## config.mk

```make
export PLATFORM = sky130hd
export DESIGN_NAME = keypad_emulator
export DESIGN_NICKNAME = d
export VERILOG_FILES = /design/src/rtl/keypad_emulator.sv
export SDC_FILE = /design/constraint.sdc
export NUM_CORES = 1
export LEC_CHECK = 0
export ABC_CLOCK_PERIOD_IN_PS = 2300
export BUFFER_PORTS_ARGS = -buffer_cell sky130_fd_sc_hd__buf_2
export CAP_MARGIN = 10
export CORE_UTILIZATION = 45
export DETAILED_ROUTE_END_ITERATION = 7
export PLACE_DENSITY = 0.66
export SLEW_MARGIN = 20
export SYNTH_ARGS = -nofsm -noshare
export SYNTH_HDL_FRONTEND = slang
export SYNTH_SLANG_ARGS = --single-unit
```

## constraint.sdc

```tcl
create_clock -name clk_500Hz -period 2.3 [get_ports clk_500Hz]
set_clock_uncertainty 0.15 [all_clocks]
set_input_delay 0.115 -clock clk_500Hz [delete_from_list [all_inputs] [get_ports clk_500Hz]]
set_output_delay 0.115 -clock clk_500Hz [all_outputs]
set_load 0.005 [all_outputs]
```

## src/rtl/keypad_emulator.sv

```systemverilog
// keypad_emulator: replays queued key codes onto a row/column scanned keypad
// interface so a keypad scanner can be exercised without a physical keypad.
// A 4-entry FIFO buffers key codes; an FSM presses each key for HOLD_TICKS
// cycles, then releases it for GAP_TICKS cycles and pulses key_done.
// Optional feature macro: KEYEMU_BOUNCE_EN adds a contact-bounce phase of
// BOUNCE_TICKS cycles before each press.
module keypad_emulator #(
    parameter int HOLD_TICKS   = 40,
    parameter int GAP_TICKS    = 40,
    parameter int BOUNCE_TICKS = 6
) (
    input  logic       clk_500Hz,
    input  logic       rst_n,
    input  logic [3:0] key_code,
    input  logic       key_valid,
    output logic       key_ready,
    input  logic [3:0] JC_rows,
    output logic [3:0] JC_cols,
    output logic       key_active,
    output logic       key_done,
    output logic       busy,
    output logic [2:0] fifo_count
);

    // Counter is sized for the longest phase so every terminal count fits.
    localparam int MAX_HB    = (HOLD_TICKS > GAP_TICKS) ? HOLD_TICKS : GAP_TICKS;
    localparam int MAX_TICKS = (MAX_HB > BOUNCE_TICKS) ? MAX_HB : BOUNCE_TICKS;
    localparam int CNT_W     = $clog2(MAX_TICKS + 1);

`ifdef KEYEMU_BOUNCE_EN
    typedef enum logic [1:0] {IDLE, BOUNCE, HOLD, GAP} state_t;
`else
    typedef enum logic [1:0] {IDLE, HOLD, GAP} state_t;
`endif

    state_t           state_reg;
    logic [CNT_W-1:0] cnt_reg;
    logic [3:0]       cur_key_reg;
    logic             loaded_reg;
    logic             key_active_reg;
    logic             key_done_reg;

    logic [3:0]       fifo_mem [4];
    logic [1:0]       wr_ptr_reg;
    logic [1:0]       rd_ptr_reg;
    logic [2:0]       count_reg;

    logic             push;
    logic             pop;
    logic             is_pause;
    logic [3:0]       map_row;
    logic [3:0]       map_col;
    logic             map_hit;

    assign key_ready  = (count_reg < 3'd4);
    assign push       = key_valid && key_ready;
    // The head is taken once per key; loaded_reg marks the cycle between the
    // pop and the start of the press so a second pop cannot slip in.
    assign pop        = (state_reg == IDLE) && !loaded_reg && (count_reg != 3'd0);
    assign is_pause   = (cur_key_reg >= 4'd13);
    assign fifo_count = count_reg;
    assign key_active = key_active_reg;
    assign key_done   = key_done_reg;
    assign busy       = (state_reg != IDLE) || loaded_reg || (count_reg != 3'd0);

    // FIFO storage: written on accepted pushes, no reset needed on the data.
    always_ff @(posedge clk_500Hz) begin
        if (push) begin
            fifo_mem[wr_ptr_reg] <= key_code;
        end
    end

    // FIFO pointers and occupancy; simultaneous push and pop keep the count.
    always_ff @(posedge clk_500Hz or negedge rst_n) begin
        if (!rst_n) begin
            wr_ptr_reg <= 2'd0;
            rd_ptr_reg <= 2'd0;
            count_reg  <= 3'd0;
        end else begin
            if (push) wr_ptr_reg <= wr_ptr_reg + 2'd1;
            if (pop)  rd_ptr_reg <= rd_ptr_reg + 2'd1;
            case ({push, pop})
                2'b10:   count_reg <= count_reg + 3'd1;
                2'b01:   count_reg <= count_reg - 3'd1;
                default: count_reg <= count_reg;
            endcase
        end
    end

    // Key sequencing FSM with registered key_active and key_done outputs.
    always_ff @(posedge clk_500Hz or negedge rst_n) begin
        if (!rst_n) begin
            state_reg      <= IDLE;
            cnt_reg        <= '0;
            cur_key_reg    <= 4'd0;
            loaded_reg     <= 1'b0;
            key_active_reg <= 1'b0;
            key_done_reg   <= 1'b0;
        end else begin
            key_done_reg <= 1'b0;
            case (state_reg)
                IDLE: begin
                    if (loaded_reg) begin
                        loaded_reg     <= 1'b0;
                        cnt_reg        <= '0;
                        key_active_reg <= !is_pause;
`ifdef KEYEMU_BOUNCE_EN
                        state_reg      <= BOUNCE;
`else
                        state_reg      <= HOLD;
`endif
                    end else if (pop) begin
                        cur_key_reg <= fifo_mem[rd_ptr_reg];
                        loaded_reg  <= 1'b1;
                    end
                end
`ifdef KEYEMU_BOUNCE_EN
                BOUNCE: begin
                    if (cnt_reg == CNT_W'(BOUNCE_TICKS - 1)) begin
                        state_reg      <= HOLD;
                        cnt_reg        <= '0;
                        key_active_reg <= !is_pause;
                    end else begin
                        cnt_reg        <= cnt_reg + 1'b1;
                        key_active_reg <= !is_pause && !key_active_reg;
                    end
                end
`endif
                HOLD: begin
                    if (cnt_reg == CNT_W'(HOLD_TICKS - 1)) begin
                        state_reg      <= GAP;
                        cnt_reg        <= '0;
                        key_active_reg <= 1'b0;
                    end else begin
                        cnt_reg <= cnt_reg + 1'b1;
                    end
                end
                GAP: begin
                    if (cnt_reg == CNT_W'(GAP_TICKS - 1)) begin
                        state_reg    <= IDLE;
                        cnt_reg      <= '0;
                        key_done_reg <= 1'b1;
                    end else begin
                        cnt_reg <= cnt_reg + 1'b1;
                    end
                end
                default: begin
                    state_reg      <= IDLE;
                    cnt_reg        <= '0;
                    key_active_reg <= 1'b0;
                end
            endcase
        end
    end

    // Keypad matrix position of the current key (row required, column driven).
    always_comb begin
        map_row = 4'b1111;
        map_col = 4'b1111;
        map_hit = 1'b1;
        case (cur_key_reg)
            4'd1:  begin map_row = 4'b1110; map_col = 4'b1110; end
            4'd4:  begin map_row = 4'b1110; map_col = 4'b1101; end
            4'd7:  begin map_row = 4'b1110; map_col = 4'b1011; end
            4'd0:  begin map_row = 4'b1110; map_col = 4'b0111; end
            4'd2:  begin map_row = 4'b1101; map_col = 4'b1110; end
            4'd5:  begin map_row = 4'b1101; map_col = 4'b1101; end
            4'd8:  begin map_row = 4'b1101; map_col = 4'b1011; end
            4'd3:  begin map_row = 4'b1011; map_col = 4'b1110; end
            4'd6:  begin map_row = 4'b1011; map_col = 4'b1101; end
            4'd9:  begin map_row = 4'b1011; map_col = 4'b1011; end
            4'd11: begin map_row = 4'b1011; map_col = 4'b0111; end
            4'd10: begin map_row = 4'b0111; map_col = 4'b1011; end
            4'd12: begin map_row = 4'b0111; map_col = 4'b0111; end
            default: map_hit = 1'b0;
        endcase
    end

    // Column sense follows the scanner's row drive combinationally.
    assign JC_cols = (key_active_reg && map_hit && (JC_rows == map_row)) ? map_col : 4'b1111;

endmodule

```

== After elaboration in Yosys (flattened, before gate mapping) ==
Memory sizes are Yosys's and may differ from the RTL's. A register that Yosys moved wholly into a read port is not among the register bits.
Index checks and enable logic that the tools add are counted.

* Register bits: 18
* Memory bits (writable): 16
* Bits of input ports: 11
* Output and inout bits: 11
* Word-level logic and storage cells: 88
* Memories kept: 1

{| class="wikitable"
|+ Memories
! memory !! depth !! bits a word !! rd ports !! clocked after Yosys merged registers in !! write ports !! line !! RTL
|-
| fifo_mem || 4 || 4 || 1 || 1 || 1 || 43 || <nowiki>logic [3:0] fifo_mem [4];</nowiki>
|}

* Add/subtract/negate cells: 5
* $lt $le $gt $ge: 2
* Eq/ne operators: 21
* Muxes and demuxes: 21
* Bitwise operators: 2
* Reduce and logical (&&, ||, !) cells: 28

{| class="wikitable"
|+ Operators by type and width
! operator !! number
|-
| $pmux 4 s4 || 2
|-
| $eq 4x4->1 const B || 5
|-
| $eq 4x3->1 const B || 4
|-
| $reduce_or 13->1 || 1
|-
| $mux 6 || 2
|-
| $pmux 6 s2 || 1
|-
| $reduce_or 3->1 || 4
|-
| $reduce_or 4->1 || 3
|-
| $mux 1 || 9
|-
| $reduce_and 3->1 || 3
|-
| $eq 4x2->1 const B || 2
|-
| $add 6x1->6 const B || 1
|-
| $eq 6x6->1 const B || 1
|-
| $mux 2 || 3
|-
| $ne 2x2->1 const B || 3
|-
| $pmux 2 s3 || 1
|-
| $pmux 3 s2 || 1
|-
| $logic_and 1x1->1 || 5
|-
| $add 2x1->2 const B || 2
|-
| $eq 2x1->1 const B || 2
|-
| $eq 2x2->1 const B || 2
|-
| $eq 4x1->1 const B || 1
|-
| $eq 4x4->1 || 1
|-
| $ge 4x4->1 const B || 1
|-
| other kinds (13) || 19
|}

== Longest topological paths before layout ==
Gate-level depths: netlist of the first run.

* Depth after elaboration: 6
* Gate-level depth with buffers: 10
* Depth with buffers taken out: 10

== Worst setup path after synthesis of the first run ==
OpenSTA, ideal clock, no wires.

* Kind: reg2reg
* Start: register state_reg[0]
* End: register count_reg[2], in the netlist fifo_count[2]
* Library setup time: 0.080 ns
* Data arrival time: 2.066 ns
* Required time: 2.070 ns
* Slack: 0.004 ns
* Stages on the path, launching flop included: 11
* Buffers on the path: 0
* Clock period less this slack: 2.296 ns
* Cell sequence: dfrtp_1 -> inv_1 -> ha_1 -> nand2b_1 -> nor2_2 -> ha_1 -> inv_1 -> fa_1 -> xor2_1 -> nor2_1 -> xnor2_1

* Word-level cells in the longest chain between the ends: 5
* Elaborated cells between the ends (all ways): 7
* Classes of those cells: eq/ne: 2; mux: 1; reduce/logical: 4

{| class="wikitable"
|+ Ends and longest elaborated chain
! item !! line !! RTL
|-
| start: declaration || 36 || <nowiki>state_t state_reg;</nowiki>
|-
| start signal: assignment || 93 || <nowiki>state_reg <= IDLE;</nowiki>
|-
| start signal: assignment || 110 || <nowiki>state_reg <= HOLD;</nowiki>
|-
| start signal: assignment || 131 || <nowiki>state_reg <= GAP;</nowiki>
|-
| $logic_not 2->1 * || 59 || <nowiki>assign pop = (state_reg == IDLE) && !loaded_reg && (count_reg != 3'd0);</nowiki>
|-
| $logic_and 1x1->1 * (2 in series) || 59 ||
|-
| named net pop || 49 || <nowiki>logic pop;</nowiki>
|-
| $eq 2x1->1 or $eq 2x2->1 (tied branches) || 82 || <nowiki>case ({push, pop})</nowiki>
|-
| $pmux 3 s2 or $reduce_bool 2->1 (tied branches) || n/a ||
|-
| end signal: assignment || 83 || <nowiki>2'b10: count_reg <= count_reg + 3'd1;</nowiki>
|-
| end signal: assignment || 84 || <nowiki>2'b01: count_reg <= count_reg - 3'd1;</nowiki>
|-
| end signal: assignment || 85 || <nowiki>default: count_reg <= count_reg;</nowiki>
|-
| end: declaration || 46 || <nowiki>logic [2:0] count_reg;</nowiki>
|}

Mark *: on every way through the listed nets, which the timed path passes. The rest lies on a longest branch.
A chain may end at the register's enable or synchronous reset.

== Worst setup path in the final report of the first run ==
* Start: register cur_key_reg[0] (read register of fifo_mem)
* End: output JC_cols[3]

* Word-level cells in the longest chain between the ends: 6
* Elaborated cells between the ends (all ways): 29
* Classes of those cells: eq/ne: 13; mux: 4; reduce/logical: 12

{| class="wikitable"
|+ Ends and longest elaborated chain
! item !! line !! RTL
|-
| start: declaration || 38 || <nowiki>logic [3:0] cur_key_reg;</nowiki>
|-
| $eq 4x4->1 (tied with other cells) || 161 || <nowiki>case (cur_key_reg)</nowiki>
|-
| $reduce_or 4->1 (no line) (tied with other cells) || n/a ||
|-
| $pmux 4 s4 or $mux 1 (tied branches) || 161 ||
|-
| $eq 4x4->1 or $logic_and 1x1->1 (tied branches) || 180 || <nowiki>assign JC_cols = (key_active_reg && map_hit && (JC_rows == map_row)) ? map_col : 4'b1111;</nowiki>
|-
| $logic_and 1x1->1 || 180 ||
|-
| $mux 4 * || 180 ||
|-
| end: declaration || 18 || <nowiki>output logic [3:0] JC_cols,</nowiki>
|}

Every way passes the cells marked *; elsewhere a longest branch is shown, timed or not.

==> results.json, run 1 <==
{
  "dpl.cell_count": 247,
  "globalplace.congestion": 0.752,
  "synth_flop_cell": "dfrtp_1",
  "largest_reg_flops": 16,
  "fin_util": 0.564,
  "hpwl_mm": 2.66,
  "peakVddDrop_mv": 0.824,
  "worst-setup-path-type": "reg -> out",
  "path_clk_slew_ns": 0.07,
  "worst_slew_pin_slew_ns": 0.509,
  "avgSynthCellArea_sq_um": 11.6,
  "wire_per_inst_um": 14.2,
  "fin_nets": 234,
  "cp-start-kind": "flop",
  "synth_most_common_cell": "dfrtp_1",
  "cp_max_fo": 14,
  "outcome": "finished, final reports clean",
  "io_pins": 22,
  "dieHeight_um": 69.7,
  "cap_violations": 0,
  "htree_levels": 2,
  "core_area_sq_um": 4380,
  "synth_area_leaders": "dfrtp_1 (27%), edfxtp_1 (23%), ha_1 (6.1%)",
  "drtPass1Iterations": 4,
  "fin_crit_ns": 2.18,
  "overflow": 0,
  "syn_to_final_growth_pct": 20.1,
  "ant_nets": 0,
  "grt_pass1_wl_mm": 6.35,
  "synth_cells": 177,
  "required_ns": 2.04,
  "clk_latency_ns": 0.29,
  "yosys_warnings": 0,
  "antennaDiodeCount": 0,
  "drc_errors": 0,
  "dieArea_sq_um": 4850,
  "power_leakage_nw": 1.03,
  "fmax_mhz": 458,
  "vias": 1426,
  "slew_viol_final": 0,
  "rows": 24,
  "ys_async_sr_fraction": 0.579,
  "antenna_found_initial": 0,
  "synth_top_cell_by_area": "dfrtp_1",
  "global_route.usage.met3": 0.0422,
  "syn_nets": 199,
  "max_slew_margin": 0.661,
  "cts_sinks": 38,
  "use_met1": 0.194,
  "die_w_um": 69.7,
  "max-clock-path-buffers": 2,
  "cp_data_arrival_time_ns": 1.92,
  "synth-edff-count": 16,
  "grt_use_total": 0.169,
  "grt_max_degree": 23,
  "grt_pass1_vias": 1400,
  "ys_ff_latch": 38,
  "wl_mm": 3.77,
  "numCtsBuffers": 5,
  "start_util": 0.470,
  "final_cells": 265,
  "grt-busiest-layer": "met2",
  "power_density_nw_per_um2": 1300,
  "use_met2": 0.294,
  "yosysTopAreaCellShare": 0.267,
  "hold_path.class": "in -> reg",
  "cp-end-kind": "primary output",
  "hold_violations": 0,
  "synth_cell_types": 50,
  "fin_crit_sh": 0.949,
  "cts_tree": "done",
  "synth_area_sq_um": 2060,
  "viasPerCell": 5.38,
  "final-setup-viol-count": 0,
  "portBuffers": 21,
  "initialDrtViolationCount": 44,
  "yosysSeqAreaShare": 0.500,
  "cts-root-buf": "clkbuf_8",
  "drive_gt1_frac": 0.286,
  "synth_common_cells": "dfrtp_1 (22), edfxtp_1 (16), inv_1 (15), ha_1 (10), nand2_1 (10)",
  "final.setup.tns_ns": 0
}
==> worst max-delay path: stages (launching register included) <==
cell,delay (ns)
dfrtp_1,0.40
buf_6,0.16
and4b_4,0.22
o21a_1,0.20
a311oi_2,0.35
o211ai_1,0.15
buf_2,0.16
==> through the flow <==
step	hold slack, ns	power [mW]	worst slack (ns)	cell area [sq um]
after floorplan	-0.331	2.14	0.00364	2060
after global placement	-0.0539	2.34	0.178	2220
after detailed placement	-0.0344	2.44	0.109	2220
after CTS	0.162	3.14	0.0498	2410
after global routing	0.225	3.47	-0.0595	2470
final	0.159	3.22	0.117	2470
==> kinds of logic after synthesis <==
group	share of synthesized area
adder cells (fa/ha/maj)	0.0704
flip-flops	0.500
AO/OA/AOI/OAI	0.114
buffers and inverters	0.0528
multiplexers	0.0801
AND/OR/NAND/NOR	0.152
XOR/XNOR	0.0298
==> report_power, final <==
part           switching [mW]  internal (mW)
Sequential              0.263          0.914
Clock                   0.225          0.462
Combinational           0.656          0.703
Total                    1.14           2.08
==> final timing paths <==
path	from	endpoint	slack (ns)	cells past startpoint
min in group asynchronous	rst_n	key_done$_DFF_PN0_	0.18	2
max reg2reg	state_reg[0]$_DFFE_PN0P_	fifo_count[2]$_DFFE_PN0P_	0.17	10
min	key_valid	wr_ptr_reg[0]$_DFFE_PN0P_	0.16	4
max	cur_key_reg[0]$_DFFE_PN0P_	JC_cols[3]	0.12	6
min reg2reg	cnt_reg[1]$_DFFE_PN0P_	cnt_reg[1]$_DFFE_PN0P_	0.37	2
max in group asynchronous	rst_n	cur_key_reg[1]$_DFFE_PN0P_	1.45	2
==> layout by cell type, fill, tap and decap left out, types with 2 or more instances in the layout <==
| cell | instances |
|---|---|
| nor2b_1 | 4 |
| inv_1 | 13 |
| dlygate4sd3_1 | 5 |
| mux2i_1 | 3 |
| nand2_1 | 10 |
| edfxtp_1 | 16 |
| bufinv_16 | 2 |
| xnor2_1 | 4 |
| nor4_1 | 2 |
| clkbuf_8 | 6 |
| nor3_1 | 4 |
| xor2_1 | 3 |
| nor2_1 | 8 |
| o21ai_0 | 8 |
| nand2b_1 | 3 |
| o21ai_1 | 2 |
| a21o_1 | 2 |
| mux2_2 | 3 |
| buf_4 | 9 |
| buf_2 | 21 |
| dfrtp_1 | 19 |
| ha_1 | 8 |
| a2bb2oi_1 | 2 |
| and2_1 | 4 |
| dfrtp_2 | 3 |
| nand3_1 | 8 |
| a31oi_1 | 3 |
| mux4_2 | 4 |
| a21oi_1 | 4 |
| inv_2 | 2 |
| and3_1 | 2 |
==> repair_timing <==
item / 4_1_cts / 5_1_grt
resized for setup: 1 / 9
pin swaps: 0 / 5
hold buffers: 5 / 0
endpoints found under the hold margin: 38 / 0
setup endpoints to repair: 1 / 5
setup buffers: 0 / 5
==> layout make-up <==
cell class              instances  area [sq um]
flip-flops and latches         38          1030
clock inverters                 2          60.1
multi-input cells             116           942
inverters                      15          56.3
well taps                      52          65.1
repair buffers                 36           234
fillers                       370          1910
clock buffers                   6          82.6
==> per-layer routing <==
metal,share of wire,vias up
li1,-,703
met1,0.44,681
met2,0.50,33
met3,0.042,9
met4,0.023,0
met5,0,-
Note: power is estimated with default switching activity, not from simulation.
==> run 2: changes to the inputs <==
Settings changed: CAP_MARGIN 10 to 15, CORE_MARGIN set to 2, CTS_BUF_LIST set to sky130_fd_sc_hd__clkbuf_16.
==> results.json, run 2 (synthesis gave the netlist of run 1 again) <==
{
  "fin_nets": 230,
  "wl_mm": 3.78,
  "dieArea_sq_um": 5140,
  "cap_violations": 0,
  "required_ns": 2.35,
  "start_util": 0.470,
  "drtPass1Iterations": 4,
  "final-setup-viol-count": 0,
  "combPwrFrac": 0.385,
  "cp-start-kind": "flop",
  "fmax_mhz": 464,
  "drc_errors": 0,
  "largest_reg_flops": 16,
  "cts_tree": "done",
  "worst-setup-path-type": "reg -> reg",
  "p_clk_frac": 0.261,
  "cpPeakStageDelay_ns": 0.41,
  "fin_area_sq_um": 2500,
  "grt_max_degree": 23,
  "hpwl_mm": 2.72,
  "cts-root-buf": "clkbuf_16",
  "final_common_cell": "buf_2",
  "max-clock-path-buffers": 2,
  "overflow": 0,
  "globalplace.congestion": 0.796,
  "final_cell_mix": "buf_2 (21), dfrtp_1 (19), edfxtp_1 (16)",
  "place_area_sq_um": 2220,
  "cp_data_arrival_time_ns": 2.20,
  "grt_use_total": 0.170,
  "htree_levels": 2,
  "p_sw_frac": 0.348,
  "peakVddDrop_mv": 0.771,
  "io_pins": 22,
  "wire_per_inst_um": 14.5,
  "fin_crit_ns": 2.16,
  "cp_common_cell": "ha_2",
  "hold_violations": 0,
  "reg2reg_depth": 10,
  "worst_slew_pin_slew_ns": 0.475,
  "p_seq_frac": 0.355,
  "cp-end-kind": "flop",
  "syn_to_final_growth_pct": 21.3,
  "cp_max_fo": 4,
  "initialDrtViolationCount": 54,
  "whs_ns": 0.179,
  "vias": 1420,
  "portBuffers": 21,
  "cts_sinks": 38,
  "internal-power_mw": 2.21,
  "clk_latency_ns": 0.28,
  "slew_viol_final": 0,
  "fin_crit_sh": 0.937,
  "ant_nets": 0,
  "drive_gt1_frac": 0.282,
  "antenna_found_initial": 0,
  "outcome": "finished, final reports clean",
  "grt_pass1_vias": 1446,
  "hold_path.class": "in -> async",
  "nFillCells": 372,
  "p_sw_mw": 1.18,
  "antennaDiodeCount": 0,
  "path_clk_slew_ns": 0.06,
  "grt_pass1_wl_mm": 6.66,
  "dieHeight_um": 71.7,
  "die_w_um": 71.7,
  "worst_path_max_delay_cell": "dfrtp_1",
  "max_slew_margin": 0.680,
  "path_cells": "inv_2 > ha_2 > nand2b_1 > nor2_2 > ha_2 > inv_1 > fa_1 > xor2_1 > nor2_1 > xnor2_1",
  "numCtsBuffers": 5,
  "core_area_sq_um": 4380,
  "power_leakage_nw": 1.04,
  "power_density_nw_per_um2": 1350,
  "rows": 24,
  "viasPerCell": 5.44
}
## run 2: cell count changes in the layout (fill, tap and decap cells not counted)
cell,change
ha_4,-1
buf_4,-4
nor4b_2,+1
nor3b_1,-1
nor4b_1,-1
nor3b_2,+1
clkbuf_8,-6
dfrtp_4,+1
dfrtp_2,-1
clkinv_4,+1
ha_2,+1
clkbuf_16,+5
## run 2: layer usage
metal / vias up / GRT usage / routed length [um]
li1: 700 / - / -
met1: 679 / 0.202 / 1550
met2: 37 / 0.289 / 2000
met3: 4 / 0.0464 / 189
met4: 0 / 0.0713 / 39
met5: - / 0 / 0
## run 2: what timing repair did
item	CTS	global route
hold endpoints to repair	38	0
hold buffers	5	0
buffers inserted	0	1
resized for setup	0	12
endpoints found under the setup margin	0	5
## run 2: through the flow
| stage | TNS (ns) | power [mW] | util | setup slack, ns | instances |
|---|---|---|---|---|---|
| global placement | 0 | 2.34 | 0.505 | 0.177 | 247 |
| detailed placement | 0 | 2.46 | 0.505 | 0.0647 | 247 |
| CTS | 0 | 3.35 | 0.561 | 0.0139 | 260 |
| finish | 0 | 3.38 | 0.570 | 0.145 | 261 |
| global route | -0.00336 | 3.65 | 0.570 | -0.00336 | 261 |
| floorplan | 0 | 2.14 | - | 0.00364 | 177 |
## run 2: critical path, delay by kind of cell, from the launching register on
kind	cells	cell delay (ns)
and+or+nand+nor	3	0.33
DFF	1	0.41
buffers and inverters	2	0.13
adders and majority gates	3	0.77
xor gates and xnor gates	2	0.29
## run 2: cell type report
class / instances / area (sq um) / area share
Inverter: 15 / 56.3 / 0.0225
Tap cell: 52 / 65.1 / 0.0260
Clock inverter: 3 / 68.8 / 0.0275
Multi-Input combinational cell: 116 / 943 / 0.377
Timing Repair Buffer: 32 / 204 / 0.0816
Clock buffer: 5 / 125 / 0.0501
Sequential cell: 38 / 1040 / 0.415
## run 2: path summary, 6_finish.rpt
check / startpoint / to / slack [ns]
worst max-delay path: state_reg[1]$_DFFE_PN0P_ / fifo_count[2]$_DFFE_PN0P_ / 0.14
worst min-delay path: rst_n / key_done$_DFF_PN0_ / 0.18
worst max register to register: state_reg[1]$_DFFE_PN0P_ / fifo_count[2]$_DFFE_PN0P_ / 0.14
worst min register to register: cnt_reg[1]$_DFFE_PN0P_ / cnt_reg[1]$_DFFE_PN0P_ / 0.35
max in group asynchronous: rst_n / cur_key_reg[2]$_DFFE_PN0P_ / 1.45
min in group clk_500Hz: key_valid / wr_ptr_reg[0]$_DFFE_PN0P_ / 0.20
## run 2: power by group through the flow
stage          Clock [mW]  Sequential [mW]  Combinational (mW)
2_1_floorplan           0             1.04                1.09
3_3_place_gp            0             1.16                1.18
3_5_place_dp            0             1.18                1.27
4_1_cts             0.902             1.17                1.28
5_1_grt             0.929             1.24                1.48
6_report            0.883             1.20                1.30
==> run 3: changes to the inputs <==
Settings changed: CTS_BUF_LIST sky130_fd_sc_hd__clkbuf_16 to unset.
==> results.json, run 3 (synthesis gave the netlist of run 1 again) <==
{
  "outcome": "finished, final reports clean",
  "max-clock-path-buffers": 2,
  "power_leakage_nw": 1.03,
  "crit_buf_inv": 2,
  "drtPass1Iterations": 4,
  "cp-start-kind": "flop",
  "htree_levels": 2,
  "required_ns": 2.04,
  "drive_gt1_frac": 0.297,
  "worst_path_max_delay_cell": "dfrtp_4",
  "die_w_um": 71.7,
  "ant_nets": 0,
  "cts_sinks": 38,
  "fin_crit_sh": 0.943,
  "wire_per_inst_um": 14.2,
  "fmax_mhz": 461,
  "cp_data_arrival_time_ns": 1.90,
  "cp-end-kind": "primary output",
  "final_cells": 264,
  "viasPerCell": 5.46,
  "r2r_slack_ns": 0.14,
  "wl_mm": 3.76,
  "post-place-ws_ns": 0.0647,
  "final-setup-viol-count": 0,
  "path_cells": "buf_12 > and4b_4 > o21a_1 > a311oi_2 > o211ai_1 > buf_2",
  "slew_viol_final": 0,
  "fin_area_sq_um": 2480,
  "fin_crit_ns": 2.17,
  "final.setup.tns_ns": 0,
  "core_area_sq_um": 4380,
  "final_cell_mix": "buf_2 (22), dfrtp_1 (19), edfxtp_1 (16)",
  "final_common_cell": "buf_2",
  "antennaDiodeCount": 0,
  "dieArea_sq_um": 5140,
  "place_area_sq_um": 2220,
  "fin_nets": 233,
  "antenna_found_initial": 0,
  "crit_family": "compound AO/OA/AOI/OAI gates",
  "hold_path.class": "in -> async",
  "power_density_nw_per_um2": 1310,
  "cp_max_fo": 8,
  "grt_use_total": 0.168,
  "drc_errors": 0,
  "path_clk_slew_ns": 0.08,
  "grt_pass1_wl_mm": 6.63,
  "start_util": 0.470,
  "hpwl_mm": 2.72,
  "cap_violations": 0,
  "globalplace.congestion": 0.796,
  "grt_pass1_vias": 1434,
  "worst-setup-path-type": "reg -> out",
  "hold_violations": 0,
  "rows": 24,
  "vias": 1441,
  "syn_to_final_growth_pct": 20.3,
  "io_pins": 22,
  "cpPeakStageDelay_ns": 0.50,
  "cts-root-buf": "clkbuf_8",
  "dpl.cell_count": 247,
  "largest_reg_flops": 16,
  "worst_slack_ns": 0.131,
  "initialDrtViolationCount": 37,
  "overflow": 0,
  "numCtsBuffers": 5,
  "max_slew_margin": 0.678,
  "cts_tree": "done",
  "fin_util": 0.565,
  "portBuffers": 21,
  "clk_latency_ns": 0.29,
  "grt_max_degree": 23,
  "peakVddDrop_mv": 0.739,
  "dieHeight_um": 71.7,
  "worst_slew_pin_slew_ns": 0.483
}
[run 3: layer usage]
metal / wire length, um / GRT usage / share of wire / vias up
met1: 1540 / 0.203 / 0.41 / 686
met4: 101 / 0.0713 / 0.027 / 0
li1: - / - / - / 707
met2: 1930 / 0.286 / 0.51 / 37
met3: 185 / 0.0422 / 0.049 / 11
met5: 0 / 0 / 0 / -
[run 3: area by class of cell]
class | count | area [sq um]
fillers | 380 | 1910
flip-flops and latches | 38 | 1040
multi-input cells | 116 | 946
repair buffers | 35 | 236
clock buffers | 5 | 68.8
clock inverters | 3 | 68.8
well taps | 52 | 65.1
inverters | 15 | 56.3
[run 3: stage by stage]
step	total power, mW	hold WS [ns]
6_report	3.24	0.164
5_1_grt	3.51	0.210
4_1_cts	3.14	0.175
3_5_place_dp	2.46	-0.0404
3_3_place_gp	2.34	-0.0544
2_1_floorplan	2.14	-0.331
[run 3: worst paths after layout]
path / start / end / depth (start not counted)
worst max register to register: state_reg[1]$_DFFE_PN0P_ / fifo_count[2]$_DFFE_PN0P_ / 10
worst max-delay path: cur_key_reg[2]$_DFFE_PN0P_ / JC_cols[3] / 6
max in group asynchronous: rst_n / cur_key_reg[2]$_DFFE_PN0P_ / 2
worst min-delay path: rst_n / key_done$_DFF_PN0_ / 2
min in group clk_500Hz: key_valid / wr_ptr_reg[0]$_DFFE_PN0P_ / 4
worst min register to register: cnt_reg[1]$_DFFE_PN0P_ / cnt_reg[1]$_DFFE_PN0P_ / 2
[run 3: power breakdown]
part           internal, mW  leakage [nW]  switching (mW)
Clock                 0.434        0.0683           0.238
Sequential            0.918         0.417           0.237
Combinational         0.718         0.543           0.695
Total                  2.07          1.03            1.17
[run 3: what timing repair did]
action	4_1_cts	5_1_grt
hold buffers	5	0
buffers inserted	0	4
hold endpoints to repair	38	0
gates resized for setup	1	12
gates cloned	0	0
pin swaps	0	3
endpoints found under the setup margin	1	5
